File: src/rtl/ofs_asp_hostmem_rd_page_splitter.sv
// Read-request page splitter for one PIM host-memory channel: bursts that would
// cross a physical page are reissued as page-bounded sub-bursts, in address order.
module ofs_asp_hostmem_rd_page_splitter #(
    parameter int ADDR_WIDTH      = 42,
    parameter int DATA_WIDTH      = 512,
    parameter int BURST_CNT_WIDTH = 6,
    parameter int PAGE_LINES_LOG2 = 6
) (
    input  logic                       afu_clk,
    input  logic                       afu_reset_n,

    input  logic                       s_read,
    input  logic [ADDR_WIDTH-1:0]      s_address,
    input  logic [BURST_CNT_WIDTH-1:0] s_burstcount,
    output logic                       s_waitrequest,
    output logic [DATA_WIDTH-1:0]      s_readdata,
    output logic                       s_readdatavalid,

    output logic                       m_read,
    output logic [ADDR_WIDTH-1:0]      m_address,
    output logic [BURST_CNT_WIDTH-1:0] m_burstcount,
    input  logic                       m_waitrequest,
    input  logic [DATA_WIDTH-1:0]      m_readdata,
    input  logic                       m_readdatavalid,

    output logic                       err_bad_burst,
    output logic [31:0]                split_count
);

    // Wide enough to hold both a full page of lines and any burstcount without overflow.
    localparam int CW = ((BURST_CNT_WIDTH > PAGE_LINES_LOG2 + 1) ? BURST_CNT_WIDTH : PAGE_LINES_LOG2 + 1) + 1;
    localparam logic [CW-1:0] PAGE_LINES = {{(CW-1){1'b0}}, 1'b1} << PAGE_LINES_LOG2;
    localparam logic [CW-1:0] MAX_BURST  = {{(CW-1){1'b0}}, 1'b1} << (BURST_CNT_WIDTH - 1);

    typedef enum logic {
        IDLE  = 1'b0,
        SPLIT = 1'b1
    } state_t;

    state_t                     state_q,      state_d;
    logic                       mRead_q,      mRead_d;
    logic [ADDR_WIDTH-1:0]      mAddr_q,      mAddr_d;
    logic [BURST_CNT_WIDTH-1:0] mBurst_q,     mBurst_d;
    logic [ADDR_WIDTH-1:0]      nextAddr_q,   nextAddr_d;
    logic [BURST_CNT_WIDTH-1:0] remain_q,     remain_d;
    logic                       err_q,        err_d;
    logic [31:0]                splitCount_q, splitCount_d;

    logic                       outFree;
    logic                       accept;
    logic                       badBurst;
    logic [CW-1:0]              burstWide;
    logic [CW-1:0]              room;
    logic [CW-1:0]              remainWide;
    logic [CW-1:0]              subLen;
    logic [BURST_CNT_WIDTH-1:0] afterRemain;

    assign outFree    = !mRead_q || !m_waitrequest;
    assign accept     = s_read && !s_waitrequest;
    assign burstWide  = {{(CW-BURST_CNT_WIDTH){1'b0}}, s_burstcount};
    assign room       = PAGE_LINES - {{(CW-PAGE_LINES_LOG2){1'b0}}, s_address[PAGE_LINES_LOG2-1:0]};
    assign badBurst   = (burstWide == '0) || (burstWide > MAX_BURST);
    assign remainWide = {{(CW-BURST_CNT_WIDTH){1'b0}}, remain_q};
    assign subLen     = (remainWide > PAGE_LINES) ? PAGE_LINES : remainWide;
    assign afterRemain = remain_q - subLen[BURST_CNT_WIDTH-1:0];

    always_ff @(posedge afu_clk or negedge afu_reset_n) begin
        if (!afu_reset_n) begin
            state_q      <= IDLE;
            mRead_q      <= 1'b0;
            mAddr_q      <= '0;
            mBurst_q     <= '0;
            nextAddr_q   <= '0;
            remain_q     <= '0;
            err_q        <= 1'b0;
            splitCount_q <= '0;
        end else begin
            state_q      <= state_d;
            mRead_q      <= mRead_d;
            mAddr_q      <= mAddr_d;
            mBurst_q     <= mBurst_d;
            nextAddr_q   <= nextAddr_d;
            remain_q     <= remain_d;
            err_q        <= err_d;
            splitCount_q <= splitCount_d;
        end
    end

    // A truncated first-sub-burst length never exceeds the burstcount, so the narrowing is safe.
    always_comb begin
        state_d      = state_q;
        mRead_d      = mRead_q;
        mAddr_d      = mAddr_q;
        mBurst_d     = mBurst_q;
        nextAddr_d   = nextAddr_q;
        remain_d     = remain_q;
        err_d        = err_q;
        splitCount_d = splitCount_q;

        if (outFree) begin
            mRead_d = 1'b0;
        end

        case (state_q)
            IDLE: begin
                if (accept) begin
                    if (badBurst) begin
                        err_d = 1'b1;
                    end else if (burstWide <= room) begin
                        mRead_d  = 1'b1;
                        mAddr_d  = s_address;
                        mBurst_d = s_burstcount;
                    end else begin
                        mRead_d      = 1'b1;
                        mAddr_d      = s_address;
                        mBurst_d     = room[BURST_CNT_WIDTH-1:0];
                        nextAddr_d   = s_address + {{(ADDR_WIDTH-CW){1'b0}}, room};
                        remain_d     = s_burstcount - room[BURST_CNT_WIDTH-1:0];
                        splitCount_d = splitCount_q + 32'd1;
                        state_d      = SPLIT;
                    end
                end
            end
            SPLIT: begin
                if (outFree) begin
                    mRead_d    = 1'b1;
                    mAddr_d    = nextAddr_q;
                    mBurst_d   = subLen[BURST_CNT_WIDTH-1:0];
                    nextAddr_d = nextAddr_q + {{(ADDR_WIDTH-CW){1'b0}}, subLen};
                    remain_d   = afterRemain;
                    if (afterRemain == '0) begin
                        state_d = IDLE;
                    end
                end
            end
            default: begin
                state_d = IDLE;
            end
        endcase
    end

    always_comb begin
        s_waitrequest   = !afu_reset_n || (state_q == SPLIT) || (mRead_q && m_waitrequest);
        s_readdata      = m_readdata;
        s_readdatavalid = m_readdatavalid;
        m_read          = mRead_q;
        m_address       = mAddr_q;
        m_burstcount    = mBurst_q;
        err_bad_burst   = err_q;
        split_count     = splitCount_q;
    end

endmodule

File: config.mk
export PLATFORM = sky130hd
export DESIGN_NAME = ofs_asp_hostmem_rd_page_splitter
export DESIGN_NICKNAME = d
export VERILOG_FILES = /design/src/rtl/ofs_asp_hostmem_rd_page_splitter.sv
export SDC_FILE = /design/constraint.sdc
export NUM_CORES = 1
export LEC_CHECK = 0
export BUFFER_PORTS_ARGS = -buffer_cell sky130_fd_sc_hd__buf_2
export CAP_MARGIN = 40
export CORE_AREA = 2 2 450 452
export CTS_BUF_LIST = sky130_fd_sc_hd__clkbuf_8
export CTS_CLUSTER_SIZE = 10
export DETAILED_ROUTE_END_ITERATION = 7
export DIE_AREA = 0 0 452 454
export PLACE_DENSITY = 0.3
export SYNTH_ARGS = -nofsm -noshare
export SYNTH_HDL_FRONTEND = slang
export SYNTH_SLANG_ARGS = --single-unit
File: constraint.sdc
create_clock -name afu_clk -period 2.38 [get_ports afu_clk]
set_input_delay 0.238 -clock afu_clk [delete_from_list [all_inputs] [get_ports afu_clk]]
set_output_delay 0.238 -clock afu_clk [all_outputs]
set_load 0.01 [all_outputs]
==> results.ini <==
[yosys]
ys_ff_latch = 131
async_flop_share_pct = 100
synth-simple-area-share_pct = 14.9
synth_top_family_by_area = buffers and inverters
syn-cell-area_mm2 = 0.0126
syn-num-nets = 2075
seq_area_frac_synth_pct = 26.1
ys_warn_count = 0
synth_xor_area_share_pct = 5.21
synthMuxAreaShare_pct = 4.43
synth_edf_count = 0
synth_cells = 1488
synth_fa_ha_area_share_pct = 2.31
netlist-cell-type-count = 79
synth_compound_area_share_pct = 13.2
syn_area_per_cell_um2 = 8.44
synth_ff_type = dfrtp_1

[die]
core_area_mm2 = 0.201
initial_core_util_pct = 6.25
rows = 165
die_x_um = 452
num_io_pins = 1161
die_area_mm2 = 0.205
die_h_um = 454

[pwr]
power.leakage_uw = 0.00580
cellPowerDensity_mw_per_mm2 = 690
peakVddDrop_mv = 0.524

[timing]
slew_viol_final = 0
hold_viol = 0
relSlewSlack_pct = 40.3
worst_pin_slew_ns = 0.895
min_period_over_period_pct = 107
fin_crit_ns = 2.54
layout_setup_ws_ns = -0.158
clock.fmax_ghz = 0.394
fin_setup_tns_ns = -2.89
fin_skew_ns = 0.0316
setup_viol = 46
timing.hold.ws_ns = 0.0741
rsz0062_at_grt = true

[clock_network]
cts_tree = done
cts-root-buf = clkbuf_8
htreeDepth = 4
clk_path_buf_depth = 2
cts.sinks = 131
path_clk_slew_ns = 0.09
clock_latency_ns = 0.57
numCtsBuffers = 17

[setup_path]
worstPathArrival_ns = 2.97
crit_type = in2reg
r2r-start = remain_q[0]
path_common_cell = buf_4
cp_max_fo = 9
max_stage_delay_ns = 0.40
slowest_stage = or3b_4
crit_family = buffers and inverters
start_kind = input port
cp.required_ns = 2.81
crit_path_end_kind = flip-flop
timing.rr.end = nextAddr_q[34]
rrSetupSlack_ns = -0.03
ff2ff_path_depth = 9
crit_chain = buf_8 > inv_6 > ha_4 > or3b_4 > inv_2 > ha_4 > buf_4 > xnor2_4 > nand3_2 > buf_4 > buf_4 > a211o_1 > buf_12 > a211oi_4 > mux2i_2 > a221o_1
path_buf_inv = 7

[placement]
gp_congestion = 0.747
dp_hpwl_um = 72500
port_buffers = 134

[finish]
nNetsFinal = 1907
drive_gt1_share_pct = 41.6
syn_to_final_growth_pct = 28.3
fillers = 23400

[global_route]
grt_pass1_vias = 10100
grt_pass1_wl_um = 109000
grt_start_max_net_pins = 132
grt_antenna_before_repair = 34
grt_usage_pct = 8.11
grt_overflow = 0

[routing]
vias_per_cell = 2.51
remaining_drc_errors = 0
drt_wl_total_um = 86900
ant_nets = 0
firstDrtPassIters = 5
dr_total_vias = 10100
wl_per_cell_um = 21.7
drtIter0Drc = 577

[outcome]
violations = negative setup slack
status = finished with violations

[worst_hold_path]
whs_endpoint = m_address[37]
whs_path_depth = 3
hold_path_startpoint = s_address[37]
hp-class = in2reg

[flow_run]
drv_cap = 0

-- registers in the layout, summed over array words and instances, names as in the netlist --
name,cells
remain_q,6
err_bad_burst,1
m_read,1
state_q,1
nextAddr_q,42
m_burstcount,6
split_count,32
m_address,42
-- cells by family (layout without fill, tap and decap cells) --
group,after synthesis,after routing
adders and majority gates,22,22
xor gates and xnor gates,73,73
other,0,5
AOI/OAI and AO/OA,239,239
muxes,55,55
and+or+nand+nor,361,361
DFF,131,131
buffers and inverters,607,452
-- metal layers --
| metal | global-route usage (%) | up-vias | part of all wire (%) |
|---|---|---|---|
| li1 | - | 4290 | - |
| met1 | 7.52 | 4742 | 32 |
| met2 | 13.9 | 776 | 49 |
| met3 | 5.39 | 268 | 14 |
| met4 | 3.40 | 8 | 4.7 |
| met5 | 0.536 | - | 0.20 |
-- stage by stage --
step                worst slack, ns  instances  util (%)  area [um2]  total power [uW]
floorplan                    -0.366       1488         -       12800              6430
global placement             -0.964       3910      7.09       14200              8460
detailed placement           -0.989       3910      7.09       14200              8450
CTS                          -0.139       3984      7.67       15400             11000
global route                 -0.195       4007      8.02       16100             11900
finish                       -0.158       4010      8.02       16100             11100
-- layout by cell type (no fill, tap or decap), types with 13 or more instances in the layout --
cell / n
mux2i_1: 48
buf_12: 16
nand4_1: 29
nor3_1: 15
nand3_1: 34
clkbuf_8: 17
nor2_1: 52
buf_2: 131
and3_1: 19
dlygate4sd3_1: 18
nand2_1: 110
dfrtp_1: 127
a211oi_2: 13
xnor2_1: 45
buf_4: 182
inv_1: 34
a21oi_1: 22
buf_6: 29
and4_1: 14
o21ai_0: 56
xor2_1: 23
-- layout make-up --
cell class	count	area [um2]	share of cell area (%)
Clock buffer	17	234	1.45
Clock inverter	15	148	0.917
Tap cell	2672	3340	20.8
Antenna cell	5	12.5	0.0777
Sequential cell	131	3280	20.4
Timing Repair Buffer	384	2980	18.5
Inverter	36	143	0.886
Multi-Input combinational cell	750	5960	37.0
-- repair_timing --
item | 4_1_cts | 5_1_grt
hold buffers | 18 | 0
endpoints found under the setup margin | 80 | 79
cloned | 2 | 0
resized for setup | 78 | 118
setup buffers | 22 | 26
pin swaps | 36 | 63
hold endpoints to repair | 154 | 0
-- cell usage after synthesis (all sizes together) (4+ instances only) --
cell | number | area [um2]
a2111oi | 6 | 78.8
a211oi | 30 | 225
a21o | 5 | 37.5
a21oi | 32 | 160
a221o | 7 | 70.1
a221oi | 8 | 70.1
a31o | 4 | 35.0
a31oi | 12 | 75.1
and2 | 12 | 75.1
and3 | 19 | 119
and4 | 14 | 123
buf | 532 | 3960
clkbuf | 39 | 148
dfrtp | 131 | 3280
ha | 20 | 250
inv | 36 | 135
mux2 | 5 | 56.3
mux2i | 50 | 500
nand2 | 119 | 449
nand2b | 4 | 25.0
nand3 | 43 | 240
nand4 | 29 | 181
nor2 | 64 | 243
nor3 | 17 | 85.1
nor4 | 7 | 80.1
o2111ai | 4 | 35.0
o211ai | 6 | 45.0
o21ai | 76 | 395
o221ai | 7 | 61.3
o311a | 4 | 40.0
o311ai | 4 | 35.0
o31ai | 6 | 45.0
or2 | 5 | 31.3
or3 | 12 | 75.1
xnor2 | 50 | 453
xor2 | 23 | 201
-- report_power, final --
part / leakage, uW / internal (uW) / switching (uW)
clock: 0.000202 / 855 / 1260
sequential: 0.00161 / 2890 / 627
combinational: 0.00399 / 2480 / 3000
-- worst reg2reg max path: cells and delay by family (launching register included) --
kind / cells / cell delay (ns)
AOI/OAI and AO/OA: 4 / 0.91
adders and majority gates: 2 / 0.56
DFF: 1 / 0.46
and+or+nand+nor: 2 / 0.24
buffers and inverters: 1 / 0.14
-- worst max path at each step --
| stage | start | end | slack (ns) | cells after the start |
|---|---|---|---|---|
| global placement | s_address[0] | split_count[12] | -0.96 | 13 |
| CTS | s_address[1] | split_count[21] | -0.14 | 14 |
| global route | s_address[1] | nextAddr_q[39] | -0.20 | 12 |
| floorplan | s_address[0] | split_count[17] | -0.37 | 11 |
| finish | s_address[0] | nextAddr_q[34] | -0.16 | 16 |
| detailed placement | s_address[0] | split_count[16] | -0.99 | 13 |
(Power assumes the default switching activity.)
